==> src/rtl/wb_burst_reader_pkg.sv <==
// Shared types and constants for the Wishbone burst reader.
// Imported by the FIFO and the top-level master.
package wb_burst_reader_pkg;

  typedef enum logic [2:0] {
    IDLE,
    WAIT_SPACE,
    REQ,
    GAP,
    FINISH
  } state_e;

  localparam int DATA_W = 32;
  localparam int SEL_W  = 4;

  function automatic int cnt_w(input int depth);
    return $clog2(depth + 1);
  endfunction

endpackage

==> src/rtl/wb_burst_reader_fifo.sv <==
// First-word-fall-through FIFO between the bus side and the stream side.
// Head word is visible in the same cycle the FIFO becomes non-empty.
module wb_burst_reader_fifo
  import wb_burst_reader_pkg::*;
#(
  parameter int DEPTH  = 8,
  parameter int DATA_W = 32
) (
  input  logic                    clk,
  input  logic                    rst,
  input  logic                    push,
  input  logic [DATA_W-1:0]       push_data,
  input  logic                    pop,
  output logic [DATA_W-1:0]       head_data,
  output logic [cnt_w(DEPTH)-1:0] count,
  output logic                    empty
);

  localparam int AW = $clog2(DEPTH);
  localparam int CW = cnt_w(DEPTH);

  logic [DATA_W-1:0] mem_q [DEPTH];
  logic [AW-1:0]     wp_q;
  logic [AW-1:0]     rp_q;
  logic [CW-1:0]     cnt_q;
  logic [CW-1:0]     cnt_d;
  logic              pop_ok;

  assign pop_ok = pop && (cnt_q != '0);

  always_comb begin
    cnt_d = cnt_q;
    unique case ({push, pop_ok})
      2'b10:   cnt_d = cnt_q + 1'b1;
      2'b01:   cnt_d = cnt_q - 1'b1;
      default: cnt_d = cnt_q;
    endcase
  end

  always_ff @(posedge clk or negedge rst) begin
    if (!rst) begin
      wp_q  <= '0;
      rp_q  <= '0;
      cnt_q <= '0;
    end else begin
      if (push)   wp_q <= wp_q + 1'b1;
      if (pop_ok) rp_q <= rp_q + 1'b1;
      cnt_q <= cnt_d;
    end
  end

  // Storage needs no reset: contents are only visible behind cnt_q.
  always_ff @(posedge clk) begin
    if (push) mem_q[wp_q] <= push_data;
  end

  assign head_data = mem_q[rp_q];
  assign count     = cnt_q;
  assign empty     = (cnt_q == '0);

endmodule

==> src/rtl/wb_burst_reader.sv <==
// Wishbone classic read master: fetches LEN words from BRAM into a FIFO
// and streams them out over valid/ready.
module wb_burst_reader
  import wb_burst_reader_pkg::*;
#(
  parameter int ADR_W      = 11,
  parameter int LEN_W      = 12,
  parameter int FIFO_DEPTH = 8
) (
  input  logic              clk,
  input  logic              rst,
  input  logic              start,
  input  logic [ADR_W-1:0]  base_adr,
  input  logic [LEN_W-1:0]  len,
  output logic              busy,
  output logic              done,
  output logic              wb_cyc,
  output logic              wb_stb,
  output logic              wb_we,
  output logic [SEL_W-1:0]  wb_sel,
  output logic [ADR_W-1:0]  wb_adr,
  output logic [DATA_W-1:0] wb_dat_ms,
  input  logic [DATA_W-1:0] wb_dat_sm,
  input  logic              wb_ack,
  output logic [DATA_W-1:0] out_data,
  output logic              out_valid,
  input  logic              out_ready
);

  localparam int CW = cnt_w(FIFO_DEPTH);
  localparam logic [CW-1:0] DEPTH_C = CW'(FIFO_DEPTH);

  state_e            state_q;
  logic [ADR_W-1:0]  adr_q;
  logic [LEN_W-1:0]  rem_q;
  logic              cyc_q;
  logic              busy_q;
  logic              done_q;

  logic              push;
  logic              pop;
  logic [DATA_W-1:0] head;
  logic [CW-1:0]     fcount;
  logic              fempty;

  assign push = (state_q == REQ) && wb_ack;
  assign pop  = !fempty && out_ready;

  wb_burst_reader_fifo #(
    .DEPTH  (FIFO_DEPTH),
    .DATA_W (DATA_W)
  ) u_fifo (
    .clk       (clk),
    .rst       (rst),
    .push      (push),
    .push_data (wb_dat_sm),
    .pop       (pop),
    .head_data (head),
    .count     (fcount),
    .empty     (fempty)
  );

  always_ff @(posedge clk or negedge rst) begin
    if (!rst) begin
      state_q <= IDLE;
      adr_q   <= '0;
      rem_q   <= '0;
      cyc_q   <= 1'b0;
      busy_q  <= 1'b0;
      done_q  <= 1'b0;
    end else begin
      done_q <= 1'b0;
      unique case (state_q)
        IDLE: begin
          if (start) begin
            busy_q <= 1'b1;
            if (len != '0) begin
              adr_q   <= base_adr;
              rem_q   <= len;
              state_q <= WAIT_SPACE;
            end else begin
              // Empty transfer still shows busy for one cycle.
              rem_q   <= '0;
              state_q <= GAP;
            end
          end
        end
        WAIT_SPACE: begin
          if (fcount < DEPTH_C) begin
            cyc_q   <= 1'b1;
            state_q <= REQ;
          end
        end
        REQ: begin
          if (wb_ack) begin
            cyc_q   <= 1'b0;
            adr_q   <= adr_q + 1'b1;
            rem_q   <= rem_q - 1'b1;
            state_q <= GAP;
          end
        end
        GAP: begin
          if (rem_q == '0) begin
            busy_q  <= 1'b0;
            done_q  <= 1'b1;
            state_q <= FINISH;
          end else begin
            state_q <= WAIT_SPACE;
          end
        end
        FINISH: state_q <= IDLE;
        default: state_q <= IDLE;
      endcase
    end
  end

  assign busy      = busy_q;
  assign done      = done_q;
  assign wb_cyc    = cyc_q;
  assign wb_stb    = cyc_q;
  assign wb_we     = 1'b0;
  assign wb_sel    = {SEL_W{1'b1}};
  assign wb_adr    = adr_q;
  assign wb_dat_ms = '0;
  assign out_valid = !fempty;
  assign out_data  = fempty ? '0 : head;

endmodule

==> config.mk <==
export PLATFORM = sky130hd
export DESIGN_NAME = wb_burst_reader
export DESIGN_NICKNAME = d
export VERILOG_FILES = /design/src/rtl/wb_burst_reader_pkg.sv /design/src/rtl/wb_burst_reader_fifo.sv /design/src/rtl/wb_burst_reader.sv
export SDC_FILE = /design/constraint.sdc
export NUM_CORES = 1
export LEC_CHECK = 0
export ABC_AREA = 1
export BUFFER_PORTS_ARGS = -buffer_cell sky130_fd_sc_hd__buf_2
export CAP_MARGIN = 20
export CELL_PAD_IN_SITES_DETAIL_PLACEMENT = 1
export CELL_PAD_IN_SITES_GLOBAL_PLACEMENT = 2
export CORE_MARGIN = 10
export CORE_UTILIZATION = 39
export CTS_CLUSTER_SIZE = 20
export DETAILED_ROUTE_END_ITERATION = 8
export PLACE_DENSITY = 0.82
export SKIP_CTS_REPAIR_TIMING = 1
export SLEW_MARGIN = 10
export SYNTH_ARGS = -nofsm -noshare
export SYNTH_HDL_FRONTEND = slang
export SYNTH_SLANG_ARGS = --single-unit
==> constraint.sdc <==
create_clock -name clk -period 3.82 [get_ports clk]
set_input_delay 0.764 -clock clk [delete_from_list [all_inputs] [get_ports clk]]
set_output_delay 0.764 -clock clk [all_outputs]
set_load 0.01 [all_outputs]
After elaboration in Yosys (flattened, before gate mapping)

Memory sizes are Yosys's and may differ from the RTL's.
Cells that the tools add are included.

Input port bits: 60
Memories kept: 1
Bits in writable memories: 256
Flip-flop bits (word level): 39

Memories:

| name         | depth | width | read ports | clocked after memory_dff | write ports | line                       | text |
|---|---|---|---|---|---|---|---|
| u_fifo.mem_q | 8     | 32    | 1          | 0                        | 1           | wb_burst_reader_fifo.sv:22 | `logic [DATA_W-1:0] mem_q [DEPTH];` |

Mux-type cells: 26
Magnitude comparators: 1
Add/subtract/negate cells: 6
Equal/unequal tests: 10
Reduce and logical (&&, ||, !) cells: 18

Operator list:

| operator              | count |
|---|---|
| $mux 12               | 3 |
| $mux 11               | 3 |
| $mux 32               | 1 |
| $pmux 12 s2           | 1 |
| $pmux 11 s2           | 1 |
| $logic_not 12->1      | 1 |
| $mux 3                | 4 |
| $pmux 3 s4            | 1 |
| $reduce_and 3->1      | 4 |
| $reduce_bool 12->1    | 1 |
| $sub 12x1->12 const B | 1 |
| $add 11x1->11 const B | 1 |
| $ne 2x2->1 const B    | 5 |
| $mux 1                | 8 |
| $pmux 4 s2            | 1 |
| $reduce_bool 2->1     | 4 |
| $add 3x1->3 const B   | 2 |
| $eq 3x2->1 const B    | 2 |
| $add 4x1->4 const B   | 1 |
| $logic_not 4->1       | 1 |
| $lt 4x4->1 const B    | 1 |
| $pmux 1 s2            | 2 |
| $reduce_and 4->1      | 1 |
| $reduce_bool 4->1     | 1 |
| 8 further kinds       | 10 |

Longest topological paths before layout

Word-level depth: 6
Depth in mapped cells: 13

Hierarchy

Synthesis repeated with hierarchy kept, for this count alone.

Cells, all modules: 1,340
Area total of the unflattened synthesis: 13,315.3 um^2

By module, submodules not included:

| module               | times used | seq. area each (um^2) | area each (um^2) | cells each |
|---|---|---|---|---|
| wb_burst_reader_fifo | 1          | 7,937.6               | 10,764.1         | 928 |
| wb_burst_reader      | 1          | 725.7                 | 2,551.2          | 412 |

Worst setup path after synthesis

Ideal clock, no wire load.

Path kind: in2reg
Start point: input port wb_ack
End point: memory u_fifo.mem_q[0][0] (enable)
Data required time: 3.399 ns
Stages: 3
Path buffers: 0
Path slack: 0.930 ns
Arrival time: 2.469 ns
Path through: nand2_2 -> or2_1 -> nor2_1

Cells in the longest elaborated chain, start to end: 3

RTL lines:

| item                         | line                       | text |
|---|---|---|
| start: declaration           | wb_burst_reader.sv:24      | `input logic wb_ack,` |
| $logic_and 1x1->1            | wb_burst_reader.sv:46      | `assign push = (state_q == REQ) && wb_ack;` |
| $mux 1                       | wb_burst_reader_fifo.sv:54 | `if (push) mem_q[wp_q] <= push_data;` |
| $mux 1 (not written as such) | wb_burst_reader_fifo.sv:54 |  |
| end: declaration             | wb_burst_reader_fifo.sv:22 |  |

No other way between the ends.

Worst setup path after layout

Start point: register u_fifo.rp_q[1]
End point: output port out_data[4]

Cells in the longest elaborated chain, start to end: 2

RTL lines:

| item                     | line                       | text |
|---|---|---|
| start: declaration       | wb_burst_reader_fifo.sv:24 | `logic [AW-1:0] rp_q;` |
| start signal: assignment | wb_burst_reader_fifo.sv:47 | `if (pop_ok) rp_q <= rp_q + 1'b1;` |
| $mem_v2 8x32             | --                         |  |
| $mux 32                  | wb_burst_reader.sv:126     | `assign out_data = fempty ? '0 : head;` |
| end: declaration         | wb_burst_reader.sv:25      | `output logic [DATA_W-1:0] out_data,` |

No other way between the ends.

==> impl_metrics.toml <==
[yosys]
syn-cell-area_sq_um = 12900
synth_area_leaders = "edfxtp_1 60%, nor2_1 7.7%, dfrtp_1 7.6%"
synth_top_area_cell = "edfxtp_1"
postSynthCellCount = 1181
yosysSeqAreaShare_pct = 67.1
syn_avg_cell_area_sq_um = 10.9
synthDistinctLibCells = 35
synth_top_cell_area_share_pct = 59.5
yosysWarnings = 0
synth-seq-cells = 295

[power]
peakVddDrop_v = 0.000484
comb_power_share_pct = 35.3
clock_power_share_pct = 28.2
p_sw_share_pct = 38.6
p_int_mw = 7.21
p_seq_share_pct = 36.5
power.density_nw_per_um2 = 783
switchingPower_mw = 4.53
total_leakage_power_nw = 5.73

[setup_path]
reg2reg_from = "u_fifo.count[0]"
crit_type = "reg2out"
arrival_ns = 2.58
worstPathRequired_ns = 3.06
path_cells = "buf_4 -> o21ai_0 -> o22ai_1 -> nor2_1 -> nor2_1 -> buf_2"
critical_path.startpoint = "u_fifo.rp_q[1]"
cp_common_cell = "nor2_1"
cp_slowest_cell = "dfrtp_2"
path_buf_inv = 2
crit_path_max_fanout = 45
cpLargestDelayFamily = "flip-flops"
startpoint_type = "register"
max_stage_delay_ns = 0.90
cp-end-kind = "output port"

[sta]
finalSetupViolCount = 0
max_slew_margin_pct = 40.7
tightestPinTransition_ns = 0.889
period_share_pct = 87.6
fmax_mhz = 299
period_minus_slack_ns = 3.35
hold_viol_final = 0
tns_ns = 0
slew_viol_final = 0
clock_skew_ns = 0.0193
rsz0062_at_grt = "no"

[clock_network]
cts.sinks = 295
worstSkewPairLatency_ns = 0.53
cts_tree = "built"
clockBufferDepth = 3
clkTransAtPathRegs_ns = 0.06
clockRootBuffer = "clkbuf_16"
numCtsBuffers = 35
htreeDepth = 2

[floorplan]
die_x_microns = 202
core_sq_um = 32600
initial_core_util_pct = 39.6
pin_count = 145
rows = 66
dieArea_sq_um = 40800
die_y_microns = 202

[cells_and_area]
mostFrequentLayoutCells = "258 x nor2_1, 256 x edfxtp_1, 162 x nand2_1"
final_common_cell = "nor2_1"
layout.core_utilization_pct = 46.0
num-nets-final = 1353
area_delta_synth_final_pct = 16.1
drive_gt1_share_pct = 15.6
num_antenna_cells = 0

[global_route]
grt_max_degree = 130
grt_use_met1_pct = 20.0
gr-usage-met3_pct = 2.75
gr-total-overflow = 0
busiest_layer = "met2"
grt_usage_pct = 16.2
grt_pass1_wl_mm = 53.3
met2_usage_pct = 28.5
grt_pass1_vias = 9713
antenna_found_initial = 0

[drt]
wire_per_inst_microns = 19.3
vias = 8886
drc_errors = 0
drtIter0Drc = 454
ant_nets = 0
first_pass_iters = 5
via_per_inst = 5.07
wirelength_mm = 33.8

[placement]
gp_congestion = 0.782
place_hpwl_mm = 20.8
portBuffers = 107

[run_status]
status = "finished, final reports clean"

[flow_run]
cap_violations = 0

[hold_path]
hold_path.class = "in2async"
## metrics by stage
stage / hold slack (ns) / cell area [sq um] / power, mW / std cells / setup slack (ns)
finish: 0.217 / 15000 / 11.7 / 1754 / 0.475
global route: 0.233 / 15000 / 12.6 / 1754 / 0.307
global placement: 0.456 / 13800 / 8.41 / 1689 / 0.995
detailed placement: 0.465 / 13800 / 8.53 / 1689 / 0.914
CTS: 0.435 / 15000 / 11.9 / 1753 / 0.465
floorplan: 0.462 / 13000 / 7.10 / 1216 / 0.930
## power by group through the flow
| stage | Combinational (mW) | Clock (mW) | Sequential, mW |
|---|---|---|---|
| detailed placement | 4.18 | 0 | 4.35 |
| finish | 4.14 | 3.31 | 4.29 |
| floorplan | 2.99 | 0 | 4.11 |
| CTS | 4.23 | 3.38 | 4.29 |
| global placement | 4.08 | 0 | 4.34 |
| global route | 4.73 | 3.51 | 4.34 |
## synthesized netlist by cell type, drive strengths merged
library cell and number:
nor2 268, edfxtp 256, nand2 165, o21ai 159, buf 73, inv 55
dfrtp 39, o211ai 35, o22ai 32, nand3 31, clkbuf 25, ha 8
or2 6, nor3 5, a21oi 4, nand4 4, xor2 4, xnor2 3
a22oi 2, conb 2, nand3b 2, a21o 1, a31oi 1, o211a 1
## area by class of cell
type | instances | area (sq um)
repair buffers | 130 | 816
clock buffers | 40 | 895
fillers | 3585 | 17600
multi-input cells | 768 | 3590
flip-flops and latches | 295 | 8670
inverters | 55 | 208
clock inverters | 24 | 256
well taps | 442 | 553
## flip-flops by register name (all words and copies together), names as in the netlist
register	cells
u_fifo.mem_q	256
rem_q	12
wb_adr	11
u_fifo.count	4
state_q	3
u_fifo.rp_q	3
u_fifo.wp_q	3
busy	1
done	1
wb_cyc	1
## metal layers
layer  vias to the layer above  wire, microns
li1                       4227              -
met1                      4458          14800
met2                       152          17000
met3                        49           1330
met4                         0            686
met5                         -              0
## path summary, 6_finish.rpt
path	endpoint	slack [ns]	cells after the start
worst max register to register	u_fifo.count[2]	0.90	11
worst min-delay path	u_fifo.rp_q[2]	0.22	1
min in group clk	busy	0.47	2
max in group asynchronous	wb_adr[0]	3.11	2
worst min register to register	busy	0.47	2
worst max-delay path	out_data[4]	0.47	6
## kinds of logic after synthesis
group	share of synthesized area (%)
buffers and inverters	6.63
AOI/OAI and AO/OA	10.2
adders and majority gates	0.775
and+or+nand+nor	14.8
other	0.0582
DFF	67.1
xor gates and xnor gates	0.475
## worst register-to-register path: stages (launching register included)
cell,delay (ns)
dfrtp_1,0.43
nor2_1,0.15
nand3_2,0.56
nand2_1,0.32
inv_1,0.14
ha_1,0.24
xor2_1,0.19
ha_1,0.19
a21o_1,0.16
or2_2,0.27
nand3_1,0.07
o21ai_0,0.08
Power figures use the tool's default switching activity.
